$ cat config.mk
export PLATFORM = sky130hd
export DESIGN_NAME = decode_stage
export DESIGN_NICKNAME = d
export VERILOG_FILES = /design/src/rtl/core_types_pkg.sv /design/src/rtl/decode_comb.sv /design/src/rtl/decode_stage.sv
export SDC_FILE = /design/constraint.sdc
export NUM_CORES = 1
export LEC_CHECK = 0
export CAP_MARGIN = 20
export CORE_UTILIZATION = 59
export CTS_CLUSTER_SIZE = 10
export DETAILED_ROUTE_END_ITERATION = 16
export PLACE_DENSITY_LB_ADDON = 0.2
export SYNTH_ARGS = -nofsm -noshare
export SYNTH_HDL_FRONTEND = slang
export SYNTH_SLANG_ARGS = --single-unit
export TNS_END_PERCENT = 100
$ cat constraint.sdc
create_clock -name clk -period 8.85 [get_ports clk]
set_input_delay 1.3275 -clock clk [delete_from_list [all_inputs] [get_ports clk]]
set_output_delay 1.3275 -clock clk [all_outputs]
set_load 0.05 [all_outputs]
$ cat src/rtl/core_types_pkg.sv
// Shared core types: decoder control bundle, opcode/funct7 encodings and ALU helper.
package core_types_pkg;

   localparam logic [6:0] OPC_LUI    = 7'b0110111;
   localparam logic [6:0] OPC_AUIPC  = 7'b0010111;
   localparam logic [6:0] OPC_JAL    = 7'b1101111;
   localparam logic [6:0] OPC_JALR   = 7'b1100111;
   localparam logic [6:0] OPC_BRANCH = 7'b1100011;
   localparam logic [6:0] OPC_LOAD   = 7'b0000011;
   localparam logic [6:0] OPC_STORE  = 7'b0100011;
   localparam logic [6:0] OPC_OPIMM  = 7'b0010011;
   localparam logic [6:0] OPC_OP     = 7'b0110011;

   // funct7 values that are legal for OP / shift-immediate; anything else is illegal
   localparam logic [6:0] F7_BASE   = 7'b0000000;
   localparam logic [6:0] F7_ALT    = 7'b0100000;
   localparam logic [6:0] F7_MULDIV = 7'b0000001;

   typedef enum logic [3:0] {
      ALU_ADD   = 4'd0,
      ALU_SUB   = 4'd1,
      ALU_SLL   = 4'd2,
      ALU_SLT   = 4'd3,
      ALU_SLTU  = 4'd4,
      ALU_XOR   = 4'd5,
      ALU_SRL   = 4'd6,
      ALU_SRA   = 4'd7,
      ALU_OR    = 4'd8,
      ALU_AND   = 4'd9,
      ALU_PASSB = 4'd10
   } alu_op_t;

   typedef enum logic [3:0] {
      BR_NONE = 4'd0,
      BR_EQ   = 4'd1,
      BR_NE   = 4'd2,
      BR_LT   = 4'd3,
      BR_GE   = 4'd4,
      BR_LTU  = 4'd5,
      BR_GEU  = 4'd6,
      BR_JAL  = 4'd7,
      BR_JALR = 4'd8
   } branch_t;

   // aluImm_m: B operand = imm; aluPc_m: A operand = PC; wbPc_m: write back PC+4
   typedef struct packed {
      logic [31:0] imm;
      alu_op_t     alu_codes;
      logic [2:0]  func3;
      branch_t     branch_type;
      logic        Wmem;
      logic        Wreg;
      logic        isLoad;
      logic        aluImm_m;
      logic        aluPc_m;
      logic        wbPc_m;
      logic        Rmem;
   } decoder_out_t;

   function automatic alu_op_t alu_from_f3(input logic [2:0] f3, input logic alt);
      alu_op_t op;
      case (f3)
         3'b000:  op = alt ? ALU_SUB : ALU_ADD;
         3'b001:  op = ALU_SLL;
         3'b010:  op = ALU_SLT;
         3'b011:  op = ALU_SLTU;
         3'b100:  op = ALU_XOR;
         3'b101:  op = alt ? ALU_SRA : ALU_SRL;
         3'b110:  op = ALU_OR;
         default: op = ALU_AND;
      endcase
      return op;
   endfunction

endpackage

$ cat src/rtl/decode_comb.sv
// Combinational RV32I(+M) decoder: instruction word to control bundle, register
// indices and illegal/mul-div flags.
module decode_comb
   import core_types_pkg::*;
#(
   parameter bit EN_M = 1'b0
) (
   input  logic [31:0]  i_instr,
   output decoder_out_t o_ctrl,
   output logic [4:0]   o_rs1,
   output logic [4:0]   o_rs2,
   output logic [4:0]   o_rd,
   output logic         o_illegal,
   output logic         o_muldiv
);

   logic [6:0]   w_opc;
   logic [2:0]   w_f3;
   logic [6:0]   w_f7;
   logic [31:0]  w_imm_i, w_imm_s, w_imm_b, w_imm_u, w_imm_j;
   decoder_out_t w_ctrl;
   logic         w_illegal;
   logic         w_muldiv;

   assign w_opc = i_instr[6:0];
   assign w_f3  = i_instr[14:12];
   assign w_f7  = i_instr[31:25];

   assign o_rd  = i_instr[11:7];
   assign o_rs1 = i_instr[19:15];
   assign o_rs2 = i_instr[24:20];

   assign w_imm_i = {{20{i_instr[31]}}, i_instr[31:20]};
   assign w_imm_s = {{20{i_instr[31]}}, i_instr[31:25], i_instr[11:7]};
   assign w_imm_b = {{19{i_instr[31]}}, i_instr[31], i_instr[7], i_instr[30:25],
                     i_instr[11:8], 1'b0};
   assign w_imm_u = {i_instr[31:12], 12'h000};
   assign w_imm_j = {{11{i_instr[31]}}, i_instr[31], i_instr[19:12], i_instr[20],
                     i_instr[30:21], 1'b0};

   always_comb begin
      w_ctrl             = '0;
      w_ctrl.func3       = w_f3;
      w_ctrl.alu_codes   = ALU_ADD;
      w_ctrl.branch_type = BR_NONE;
      w_illegal          = (i_instr[1:0] != 2'b11);
      w_muldiv           = 1'b0;

      case (w_opc)
         OPC_LUI: begin
            w_ctrl.imm       = w_imm_u;
            w_ctrl.Wreg      = 1'b1;
            w_ctrl.aluImm_m  = 1'b1;
            w_ctrl.alu_codes = ALU_PASSB;
         end
         OPC_AUIPC: begin
            w_ctrl.imm      = w_imm_u;
            w_ctrl.Wreg     = 1'b1;
            w_ctrl.aluImm_m = 1'b1;
            w_ctrl.aluPc_m  = 1'b1;
         end
         OPC_OPIMM: begin
            w_ctrl.imm       = w_imm_i;
            w_ctrl.Wreg      = 1'b1;
            w_ctrl.aluImm_m  = 1'b1;
            w_ctrl.alu_codes = alu_from_f3(w_f3, 1'b0);
            if (w_f3 == 3'b001 && w_f7 != F7_BASE) begin
               w_illegal = 1'b1;
            end
            if (w_f3 == 3'b101) begin
               if (w_f7 == F7_ALT)       w_ctrl.alu_codes = ALU_SRA;
               else if (w_f7 != F7_BASE) w_illegal = 1'b1;
            end
         end
         OPC_OP: begin
            w_ctrl.Wreg = 1'b1;
            if (w_f7 == F7_BASE) begin
               w_ctrl.alu_codes = alu_from_f3(w_f3, 1'b0);
            end else if (w_f7 == F7_ALT && (w_f3 == 3'b000 || w_f3 == 3'b101)) begin
               w_ctrl.alu_codes = alu_from_f3(w_f3, 1'b1);
            end else if (EN_M && w_f7 == F7_MULDIV) begin
               // the mul/div unit keys off func3; alu_codes stays ADD
               w_muldiv = 1'b1;
            end else begin
               w_illegal = 1'b1;
            end
         end
         OPC_LOAD: begin
            w_ctrl.imm      = w_imm_i;
            w_ctrl.Wreg     = 1'b1;
            w_ctrl.aluImm_m = 1'b1;
            w_ctrl.isLoad   = 1'b1;
            w_ctrl.Rmem     = 1'b1;
            if (w_f3 == 3'b011 || w_f3 == 3'b110 || w_f3 == 3'b111) w_illegal = 1'b1;
         end
         OPC_STORE: begin
            w_ctrl.imm      = w_imm_s;
            w_ctrl.Wmem     = 1'b1;
            w_ctrl.aluImm_m = 1'b1;
            if (w_f3 > 3'b010) w_illegal = 1'b1;
         end
         OPC_JAL: begin
            w_ctrl.imm         = w_imm_j;
            w_ctrl.Wreg        = 1'b1;
            w_ctrl.aluImm_m    = 1'b1;
            w_ctrl.aluPc_m     = 1'b1;
            w_ctrl.wbPc_m      = 1'b1;
            w_ctrl.branch_type = BR_JAL;
         end
         OPC_JALR: begin
            w_ctrl.imm         = w_imm_i;
            w_ctrl.Wreg        = 1'b1;
            w_ctrl.aluImm_m    = 1'b1;
            w_ctrl.wbPc_m      = 1'b1;
            w_ctrl.branch_type = BR_JALR;
            if (w_f3 != 3'b000) w_illegal = 1'b1;
         end
         OPC_BRANCH: begin
            w_ctrl.imm       = w_imm_b;
            w_ctrl.alu_codes = ALU_SUB;
            case (w_f3)
               3'b000:  w_ctrl.branch_type = BR_EQ;
               3'b001:  w_ctrl.branch_type = BR_NE;
               3'b100:  w_ctrl.branch_type = BR_LT;
               3'b101:  w_ctrl.branch_type = BR_GE;
               3'b110:  w_ctrl.branch_type = BR_LTU;
               3'b111:  w_ctrl.branch_type = BR_GEU;
               default: w_illegal = 1'b1;
            endcase
         end
         default: w_illegal = 1'b1;
      endcase

      // illegal encodings must not produce any architectural side effect
      if (w_illegal) begin
         w_ctrl       = '0;
         w_ctrl.func3 = w_f3;
         w_muldiv     = 1'b0;
      end
   end

   assign o_ctrl    = w_ctrl;
   assign o_illegal = w_illegal;
   assign o_muldiv  = w_muldiv;

endmodule

$ cat src/rtl/decode_stage.sv
// Buffered decode stage: DEPTH-entry instruction queue from fetch, combinational
// decode of the head, and a registered handshaked result toward execute.
module decode_stage
   import core_types_pkg::*;
#(
   parameter int XLEN  = 32,
   parameter int DEPTH = 4,
   parameter bit EN_M  = 1'b0
) (
   input  logic                       clk,
   input  logic                       rst_n,
   input  logic                       flush,
   input  logic                       in_valid,
   output logic                       in_ready,
   input  logic [31:0]                in_instr,
   input  logic [XLEN-1:0]            in_pc,
   output logic                       out_valid,
   input  logic                       out_ready,
   output decoder_out_t               out_ctrl,
   output logic [4:0]                 out_rs1,
   output logic [4:0]                 out_rs2,
   output logic [4:0]                 out_rd,
   output logic [XLEN-1:0]            out_pc,
   output logic                       out_illegal,
   output logic                       out_muldiv,
   output logic [$clog2(DEPTH):0]     occupancy
);

   localparam int              AW       = $clog2(DEPTH);
   localparam logic [AW:0]     CNT_FULL = (AW+1)'(DEPTH);

   logic [31:0]     r_iq [DEPTH];
   logic [XLEN-1:0] r_pq [DEPTH];
   logic [AW-1:0]   r_wptr, r_rptr;
   logic [AW:0]     r_count;

   logic            r_out_valid;
   decoder_out_t    r_ctrl;
   logic [4:0]      r_rs1, r_rs2, r_rd;
   logic [XLEN-1:0] r_pc;
   logic            r_illegal, r_muldiv;

   logic            w_push, w_pop;
   decoder_out_t    w_ctrl;
   logic [4:0]      w_rs1, w_rs2, w_rd;
   logic            w_illegal, w_muldiv;

   // full check only: a pop in the same cycle never makes room for a push
   assign in_ready = rst_n && (r_count != CNT_FULL);
   assign w_push   = in_valid && in_ready;
   assign w_pop    = (r_count != '0) && (!r_out_valid || out_ready);

   decode_comb #(
      .EN_M (EN_M)
   ) u_dec (
      .i_instr   (r_iq[r_rptr]),
      .o_ctrl    (w_ctrl),
      .o_rs1     (w_rs1),
      .o_rs2     (w_rs2),
      .o_rd      (w_rd),
      .o_illegal (w_illegal),
      .o_muldiv  (w_muldiv)
   );

   always_ff @(posedge clk) begin
      if (w_push) begin
         r_iq[r_wptr] <= in_instr;
         r_pq[r_wptr] <= in_pc;
      end
   end

   always_ff @(posedge clk) begin
      if (!rst_n) begin
         r_wptr      <= '0;
         r_rptr      <= '0;
         r_count     <= '0;
         r_out_valid <= 1'b0;
         r_ctrl      <= '0;
         r_rs1       <= '0;
         r_rs2       <= '0;
         r_rd        <= '0;
         r_pc        <= '0;
         r_illegal   <= 1'b0;
         r_muldiv    <= 1'b0;
      end else if (flush) begin
         r_wptr      <= '0;
         r_rptr      <= '0;
         r_count     <= '0;
         r_out_valid <= 1'b0;
      end else begin
         if (w_push) r_wptr <= r_wptr + 1'b1;
         if (w_pop)  r_rptr <= r_rptr + 1'b1;
         case ({w_push, w_pop})
            2'b10:   r_count <= r_count + 1'b1;
            2'b01:   r_count <= r_count - 1'b1;
            default: r_count <= r_count;
         endcase

         if (w_pop) begin
            r_out_valid <= 1'b1;
            r_ctrl      <= w_ctrl;
            r_rs1       <= w_rs1;
            r_rs2       <= w_rs2;
            r_rd        <= w_rd;
            r_pc        <= r_pq[r_rptr];
            r_illegal   <= w_illegal;
            r_muldiv    <= w_muldiv;
         end else if (out_ready) begin
            r_out_valid <= 1'b0;
         end
      end
   end

   assign out_valid   = r_out_valid;
   assign out_ctrl    = r_ctrl;
   assign out_rs1     = r_rs1;
   assign out_rs2     = r_rs2;
   assign out_rd      = r_rd;
   assign out_pc      = r_pc;
   assign out_illegal = r_illegal;
   assign out_muldiv  = r_muldiv;
   assign occupancy   = r_count;

endmodule

Yosys cells after proc, flatten, opt, wreduce, memory -nomap -nowiden
Memory sizes are Yosys's and may differ from the RTL's. A register that Yosys moved wholly into a read port is not among the register bits.
Index checks and enable logic that the tools add are counted.
Storage, ports and cells
  flip-flop bits (word level): 74
  bits in latches: 0
  memory bits (writable): 256
  memory bits (read-only): 0
  output and inout port bits: 104
  memories kept: 2
Memories
  r_iq: depth 4, bits a word 32, read ports 1, clocked after Yosys merged registers in 1, wr ports 1, line decode_stage.sv:32  | logic [31:0] r_iq [DEPTH];
  r_pq: depth 4, bits a word 32, read ports 1, clocked after Yosys merged registers in 1, wr ports 1, line decode_stage.sv:33  | logic [XLEN-1:0] r_pq [DEPTH];
Cells by class
  add/sub/neg operators: 4
  $mul: 0
  div/mod/pow operators: 0
  order comparisons: 1
  eq/ne operators: 21
  shifts and indexed selects: 0
  muxes and demuxes: 35
  bitwise operators: 2
  reductions and logical operators: 28
Operator list (number)
  one-hot mux 32 bit (5 select lines): 1
  one-hot mux 4 bit (7 select lines): 2
  two-way mux 50 bit: 1
  equality test 7 x 6 -> 1 bit (second input constant): 4
  equality test 7 bit (second input constant): 3
  two-way mux 1 bit: 20
  one-hot mux 3 bit (6 select lines): 1
  two-way mux 4 bit: 4
  one-hot mux 4 bit (4 select lines): 1
  equality test 7 x 5 -> 1 bit (second input constant): 2
  OR reduction 7 bit: 2
  equality test 3 bit (second input constant): 4
  one-hot mux 4 bit (3 select lines): 1
  OR reduction 2 bit: 4
  equality test 7 x 2 -> 1 bit (second input constant): 1
  zero test 7 bit: 1
  one-hot mux 1 bit (7 select lines): 1
  nonzero test 7 bit: 1
  equality test 3 x 2 -> 1 bit (second input constant): 2
  one-hot mux 3 bit (2 select lines): 1
  nonzero test 3 bit: 2
  OR reduction 3 bit: 2
  OR reduction 6 bit: 1
  logical AND 1 bit: 5
  16 further kinds: 24

Depth between registers and ports, before layout
Gate-level depths: netlist of the first run.
  depth in word-level cells: 8
  depth in mapped cells: 10

Hierarchy
Synthesis of the first run repeated with hierarchy kept, for this count alone.
Second synthesis, totals
  cells, all modules: 1029
  area total of the unflattened synthesis: 14883.0 um^2
Modules (own cells, without submodules)
  decode_stage: instances 1, cells each 823, area an instance 13689.4 um^2
  decode_comb: instances 1, cells each 206, area an instance 1193.6 um^2

Least setup slack after synthesis of the first run
No wires, ideal clock.
  path kind: in2reg
  start: input port rst_n
  end: memory r_iq[0][0], enable pin
  arrival: 4013 ps
  setup slack: 4408 ps
  cell stages on the path: 3
  cells stage by stage: inv_2 > a31oi_1 > and3_1
On the way
  cells in the longest elaborated chain, start to end: 4
RTL lines
  start: declaration: line decode_stage.sv:11  | input logic rst_n,
  logical AND 1 bit: line decode_stage.sv:49  | assign in_ready = rst_n && (r_count != CNT_FULL);
  via in_ready: line decode_stage.sv:14  | output logic in_ready,
  logical AND 1 bit: line decode_stage.sv:50  | assign w_push = in_valid && in_ready;
  two-way mux 1 bit: line decode_stage.sv:66  | if (w_push) begin
  two-way mux 1 bit (implied by the code): line decode_stage.sv:67  | r_iq[r_wptr] <= in_instr;
  end: declaration: line decode_stage.sv:32
The timed path passes the listed nets, and every way through them passes these cells.

Worst setup path after layout of the first run
  start: input port rst_n
  end: output port in_ready
On the way
  cells in the longest elaborated chain, start to end: 1
RTL lines (line)
  logical AND 1 bit: decode_stage.sv:49
  end: declaration: decode_stage.sv:14
No other way between the ends.

==> results_dict.tcl, run 1 <==
set metrics [dict create \
    skew_ns 0.0212 \
    worst_slew_pin_slew_ns 1.08 \
    synth_mux_area_frac 0.103 \
    track_usage 0.250 \
    hold_path.class "register to register" \
    synth_top_cell_by_area "edfxtp_1" \
    placed_cell_area_mm2 0.0157 \
    finalPower_mw 3.64 \
    grt_pass1_wl_um 45400 \
    syn_inst 895 \
    die_y_um 155 \
    cts_root_buf "clkbuf_16" \
    synth-xor-area-share 0.00509 \
    synth_top_family_by_area "multiplexers" \
    use_met2 0.422 \
    powerDensity_mw_per_mm2 215 \
    hold_violations 0 \
    critPathBufInv 4 \
    syn_to_final_growth_pct 22.8 \
    post-route-util 0.743 \
    maxSlewViolCount 0 \
    crit_path_max_incr_delay_ns 0.90 \
    synth-simple-area-share 0.0752 \
    max-clock-path-buffers 3 \
    design.core.area_mm2 0.0228 \
    final_common_cell "edfxtp_1" \
    layout_min_cycle_time_ns 5.01 \
    setup_violations 0 \
    dp_cells 1333 \
    path_cells "clkdlybuf4s50_1 -> inv_2 -> buf_4 -> a31oi_1 -> clkdlybuf4s50_1" \
    layout-drive-gt1-share 0.160 \
    synth_adder_area_share 0.00599 \
    drtAntennaViolNets 0 \
    first_global_vias 8329 \
    io_pins 173 \
    synth_edf_count 256 \
    avgViaCountPerCell 5.78 \
    grt-ovfl-total 0 \
    first_pass_iters 6 \
    worstSetupPathType "primary input to output port" \
    dp_hpwl_um 16800 \
    async_reset_ff_frac 0 \
    p_leak_nw 5.34 \
    drc 0 \
    cts_tree "done" \
    yosysSeqAreaShare 0.713 \
    clock_latency_ns 0.52 \
    ys_seq_elements 363 \
    yosys_warnings 0 \
    finalWirelength_um 28600 \
    top_usage_layer "met2" \
    yosysUniqueCellTypes 56 \
    fmax_ghz 0.200 \
    max_slew_margin 0.267 \
    critPathLaunchType "primary input" \
    hold_buffers 0 \
    dr.first_iter.drc_count 555 \
    initial_core_util 0.605 \
    fin_area_mm2 0.0169 \
    finalSetupTns_ns 0 \
    ir_drop_mv 0.185 \
    grt_use_met1 0.325 \
    syn_area_mm2 0.0138 \
    cp_common_cell "clkdlybuf4s50_1" \
    portBuffers 171 \
    fp-row-count 55 \
    maxCapViolations 0 \
    antenna_found_initial 1 \
    cp-end-kind "output port" \
    detail_route.wl_per_cell_um 20.3 \
    synth_top_area_share 0.558 \
    clock-sinks 363 \
    cts_setup_buffers 0 \
    clkSlewWorstSetupHoldPaths_ns 0.05 \
    arrival_ns 3.68 \
    nNetsFinal 1140 \
    rsz0062_at_grt "false" \
    worstPathRequired_ns 7.52 \
    synth-compound-area-share 0.0740 \
    synth_area_leaders "edfxtp_1 56%, dfxtp_1 16%, mux4_2 10%" \
    cts_buffers 42 \
    die_x_um 155 \
    die-area_mm2 0.0240 \
    cp_top_family "buffers and inverters" \
    final_cells 1410 \
    grt_use_met3 0.0521 \
    mostFrequentLayoutCells "256 x edfxtp_1, 171 x clkdlybuf4s50_1, 165 x nand2_1" \
    outcome "complete, no violations" \
    synth.avg_cell_area_um2 15.4 \
    fin_crit_sh 0.566 \
    cp_slowest_cell "clkdlybuf4s50_1" \
    place_congestion 0.821 \
    ctsResizeCount 0 \
    worstPathMaxFanout 53 \
    synth_top_flop_cell "edfxtp_1" \
    htree_num_levels 2 \
    synth_fp_nets 970 \
    vias 8152 \
    grt_max_degree 65 \
]
-- logic make-up (layout without fill, tap and decap cells) --
group                      count (synthesis)  in the layout
adders and majority gates                  6              6
and+or+nand+nor                          230            230
AOI/OAI and AO/OA                        158            158
other                                      1              2
muxes                                     63             63
xor gates and xnor gates                   8              8
DFF                                      363            363
buffers and inverters                     66            267
-- flip-flops by register name, summed over array words and instances, names as in the netlist, 2 cells and up, named ones only --
name	count
r_iq	128
r_pq	128
out_ctrl	49
out_pc	32
out_rd	5
out_rs1	5
out_rs2	5
occupancy	3
r_rptr	2
r_wptr	2
-- stage by stage --
stage | setup slack, ns | hold slack (ns)
after floorplan | 4.41 | 0.469
after global placement | 3.89 | 0.439
after detailed placement | 3.85 | 0.446
after CTS | 3.84 | 0.456
after global routing | 3.73 | 0.476
final | 3.84 | 0.451
-- synth_stat cells, drive strengths merged, types with 3 or more instances --
master    n
nor4      4
nor2     17
or3       4
a22oi     6
mux4     63
nand2b    4
nand2   165
xnor2     3
nand4     3
nor4b     4
nor3      5
a21oi    84
buf      18
xor2      5
dfxtp   107
ha        5
or4       3
and3      5
a31oi     4
edfxtp  256
o21ai    49
nand3     4
clkbuf   36
nor2b     5
inv      12
-- power breakdown --
group	switching, mW	leakage, nW	internal, mW
Clock	0.618	0.571	0.896
Sequential	0.0138	3.19	1.85
Combinational	0.160	1.58	0.100
Total	0.792	5.34	2.85
-- metal layers --
layer,vias to the layer above,share of wire
li1,3720,-
met1,4063,0.41
met2,308,0.50
met3,61,0.068
met4,0,0.025
met5,-,0
-- path summary, 6_finish.rpt --
kind              cells after the start           to      start  slack [ns]
setup / recovery                      5     in_ready      rst_n        3.84
hold / removal                        2    out_pc[4]  out_pc[4]        0.45
setup reg to reg                      8  out_ctrl[9]   register        4.93
hold reg to reg                       2    out_pc[4]  out_pc[4]        0.45
-- layout make-up --
type / count / area (µm²)
flip-flops and latches: 363 / 9830
clock buffers: 73 / 1180
repair buffers: 180 / 1790
diodes: 1 / 2.50
inverters: 12 / 45.0
fillers: 1446 / 5860
well taps: 313 / 392
multi-input cells: 466 / 3660
clock inverters: 2 / 21.3
-- tightest hold or removal path, stage by stage, from the launching register on --
cell     delay [ns]
dfxtp_1        0.30
nand2_1        0.05
a21oi_1        0.05
Note: power is estimated with default switching activity, not from simulation.
==> inputs of run 2 (changes only) <==
CORE_UTILIZATION = 50   (was 59)
clock period = 4.6 ns   (was 8.85 ns; I/O delays follow)
==> run 2 against run 1 <==
Effect of this change:
- via count is 2.2% lower
- flip-flop and latch count did not move
- register-to-register slack got worse by 4.1 ns
- global-route usage shrank 3.8 points
- critical endpoint is now out_ctrl[35]
==> results_dict.tcl, run 2 (synthesis gave the netlist of run 1 again) <==
set metrics [dict create \
    outcome "complete, no violations" \
    layout-drive-gt1-share 0.167 \
    finalPower_mw 7.13 \
    arrival_ns 4.14 \
    avgViaCountPerCell 5.50 \
    rsz0062_at_grt "false" \
    path_cells "buf_4 -> mux4_2 -> or4_1 -> or3_1 -> nand4_4 -> buf_4 -> o21ai_2" \
    htree_num_levels 2 \
    grt_max_degree 65 \
    fp-row-count 60 \
    crit_path_max_incr_delay_ns 0.74 \
    syn_to_final_growth_pct 24.2 \
    initial_core_util 0.510 \
    antenna_found_initial 1 \
    max-clock-path-buffers 3 \
    hold_violations 0 \
    setup_violations 0 \
    mostFrequentLayoutCells "256 x edfxtp_1, 171 x clkdlybuf4s50_1, 165 x nand2_1" \
    cp_common_cell "buf_4" \
    die_y_um 168 \
    die-area_mm2 0.0282 \
    track_usage 0.212 \
    detail_route.wl_per_cell_um 20.2 \
    hold_path.class "register to register" \
    die_x_um 168 \
    nNetsFinal 1149 \
    worstPathMaxFanout 33 \
    vias 7970 \
    ctsResizeCount 0 \
    clock_latency_ns 0.52 \
    first_global_vias 8081 \
    portBuffers 171 \
    maxCapViolations 0 \
    worstPathRequired_ns 5.00 \
    critPathLaunchType "register" \
    design.core.area_mm2 0.0270 \
    finalWirelength_um 29300 \
    final_common_cell "edfxtp_1" \
    place_congestion 0.847 \
    grt_pass1_wl_um 45600 \
    fin_crit_sh 0.813 \
    drc 0 \
    fmax_ghz 0.267 \
    finalSetupTns_ns 0 \
    cts_root_buf "clkbuf_16" \
    cts_setup_buffers 0 \
    drtAntennaViolNets 0 \
    dr.first_iter.drc_count 455 \
    clkSlewWorstSetupHoldPaths_ns 0.05 \
    clock-sinks 363 \
    io_pins 173 \
    ir_drop_mv 0.317 \
    p_leak_nw 5.42 \
    hold_buffers 0 \
    grt-ovfl-total 0 \
    dp_hpwl_um 18300 \
    first_pass_iters 5 \
    worstSetupPathType "register to register" \
    max_slew_margin 0.304 \
    skew_ns 0.0168 \
    cp-end-kind "register" \
    cp_slowest_cell "or4_1" \
    worst_slew_pin_slew_ns 1.04 \
    cts_tree "done" \
    maxSlewViolCount 0 \
    powerDensity_mw_per_mm2 417 \
    cts_buffers 42 \
    layout_min_cycle_time_ns 3.74 \
]
-- run 2: changes by cell type in the layout (fill, tap and decap cells not counted), sizes merged --
cell	change
clkinv	-2
clkbuf	+5
buf	+9
-- run 2: critical path, delay by kind of cell, from the launching register on --
kind                   cells  cell delay (ns)
AOI/OAI and AO/OA          1             0.07
buffers and inverters      2             0.71
DFF                        1             0.67
muxes                      1             0.49
and+or+nand+nor            3             1.66
-- run 2: cell type report --
type / count / area (µm²)
Fill cell: 2055 / 9920
Sequential cell: 363 / 9830
Multi-Input combinational cell: 466 / 3660
Timing Repair Buffer: 189 / 1870
Clock buffer: 78 / 1270
Tap cell: 341 / 427
Inverter: 12 / 45.0
Antenna cell: 1 / 2.50
-- run 2: report_power, final --
part | internal, mW | switching, mW
Sequential | 3.56 | 0.0298
Combinational | 0.196 | 0.305
Clock | 1.85 | 1.19
Total | 5.60 | 1.53
-- run 2: worst paths after layout --
kind	start	endpoint	slack, ns	cells after the start
worst max-delay path	register	out_ctrl[35]	0.86	7
worst max register to register	register	out_ctrl[35]	0.86	7
worst min register to register	out_rd[3]	out_rd[3]	0.45	2
worst min-delay path	out_rd[3]	out_rd[3]	0.45	2
-- run 2: metal layers --
metal  routed length, µm  global-route usage  vias to the layer above
met5                   0                   0                        -
li1                    -                   -                     3742
met1               12500               0.277                     3942
met4                 529              0.0554                        0
met3                1880              0.0517                       51
met2               14400               0.355                      235
-- run 2: metrics by stage --
step | cell area [µm²] | setup WS, ns | hold WS, ns | util | cells
floorplan | 13800 | 0.593 | 0.469 | - | 895
global placement | 15800 | 0.845 | 0.439 | 0.586 | 1371
detailed placement | 15800 | 0.807 | 0.441 | 0.586 | 1371
CTS | 17100 | 0.775 | 0.453 | 0.633 | 1449
global route | 17100 | 0.570 | 0.471 | 0.633 | 1449
finish | 17100 | 0.860 | 0.450 | 0.633 | 1450
==> inputs of run 3 (changes only) <==
clock period = 3.2 ns   (was 4.6 ns; I/O delays follow)
==> run 3 against run 2 <==
Effect of this change:
- critical path depth is 1 higher
- setup slack worse by 0.68 ns
- clock power rose by 42%
- critical path type unchanged
- critical endpoint is now out_ctrl[14]
- largest cell class unchanged
- largest power group unchanged
- highest routed layer unchanged
==> results_dict.tcl, run 3 (synthesis gave the netlist of run 1 again) <==
set metrics [dict create \
    outcome "complete, no violations" \
    clock_latency_ns 0.52 \
    cts_tree "done" \
    vias 8045 \
    worstSetupPathType "register to register" \
    mostFrequentLayoutCells "256 x edfxtp_1, 170 x clkdlybuf4s50_1, 165 x nand2_1" \
    finalPower_mw 10.2 \
    finalWirelength_um 29100 \
    design.core.area_mm2 0.0270 \
    grt_pass1_wl_um 45600 \
    p_leak_nw 5.56 \
    dp_hpwl_um 18700 \
    cts_setup_buffers 0 \
    worstHoldStart "out_ctrl[23]" \
    fp-row-count 60 \
    ir_drop_mv 0.532 \
    final_cells 1472 \
    dp_cells 1394 \
    clkSlewWorstSetupHoldPaths_ns 0.05 \
    rrSetupSlack_ns 0.18 \
    hold_slack_ns 0.450 \
    portBuffers 171 \
    dr.first_iter.drc_count 538 \
    avgViaCountPerCell 5.47 \
    antenna_found_initial 2 \
    die-area_mm2 0.0282 \
    powerDensity_mw_per_mm2 590 \
    finalSetupTns_ns 0 \
    post-route-util 0.642 \
    cts_root_buf "clkbuf_16" \
    fmax_ghz 0.331 \
    ctsResizeCount 0 \
    reg2reg_depth 8 \
    arrival_ns 3.42 \
    die_x_um 168 \
    fin_crit_sh 0.944 \
    die_y_um 168 \
    drtAntennaViolNets 0 \
    whs_path_depth 2 \
    r2r_end "out_ctrl[14]" \
    detail_route.wl_per_cell_um 19.7 \
    skew_ns 0.0115 \
    first_global_vias 8206 \
    worst_slew_pin_slew_ns 0.934 \
    layout_min_cycle_time_ns 3.02 \
    maxCapViolations 0 \
    nNetsFinal 1172 \
    max-clock-path-buffers 3 \
    worstPathMaxFanout 16 \
    grt-ovfl-total 0 \
    critPathLaunchType "register" \
    rsz0062_at_grt "false" \
    min_delay_worst_endpoint "out_ctrl[23]" \
    maxSlewViolCount 0 \
    htree_num_levels 2 \
    cp-end-kind "register" \
    worstPathRequired_ns 3.60 \
    drc 0 \
    hold_buffers 0 \
    final_common_cell "edfxtp_1" \
    cts_buffers 42 \
    io_pins 173 \
    place_congestion 0.846 \
    hold_path.class "register to register" \
    setup_violations 0 \
    syn_to_final_growth_pct 25.9 \
    initial_core_util 0.510 \
    track_usage 0.210 \
    max_slew_margin 0.377 \
    grt_max_degree 52 \
    nFillCells 2011 \
    first_pass_iters 4 \
    clock-sinks 363 \
    layout-drive-gt1-share 0.187 \
    hold_violations 0 \
]
run 3: power breakdown:
part,switching [mW],internal (mW)
combinational,0.452,0.300
clock,1.71,2.62
sequential,0.0367,5.12
run 3: layout make-up:
class	count	area [µm²]	share of cell area
diodes	2	5.00	0.000289
clock buffers	75	1250	0.0720
clock inverters	1	5.00	0.000289
inverters	12	45.0	0.00260
multi-input cells	466	3670	0.211
flip-flops and latches	363	9830	0.567
well taps	341	427	0.0246
repair buffers	212	2120	0.122
run 3: worst max-delay path, stage by stage (launching register included):
cell and delay (ns):
dfxtp_2 0.50, buf_4 0.25, mux4_2 0.53, or2_1 0.25
or4_1 0.43, or3_1 0.43, nand4_4 0.23, buf_12 0.21
o21ai_2 0.07
run 3: metrics by stage:
step                worst slack [ns]  instance area, µm²
finish                         0.179               17300
global route                  0.0233               17300
CTS                            0.131               17300
detailed placement             0.141               16100
global placement               0.181               16100
floorplan                      0.281               13800
run 3: worst max-delay path by stage:
| stage | from | end | slack (ns) |
|---|---|---|---|
| after global routing | register | out_ctrl[14] | 0.02 |
| after floorplan | occupancy[0] | r_iq[0][0] | 0.28 |
| final | register | out_ctrl[14] | 0.18 |
| after CTS | register | out_ctrl[15] | 0.13 |
| after global placement | register | out_ctrl[14] | 0.18 |
| after detailed placement | register | out_ctrl[15] | 0.14 |
run 3: metal layers:
metal	vias up	global-route usage	share of wire	wire length, µm
met5	-	0	0	0
met4	0	0.0678	0.021	607
met3	45	0.0463	0.064	1870
met2	250	0.356	0.49	14300
met1	3966	0.271	0.42	12300
li1	3784	-	-	-
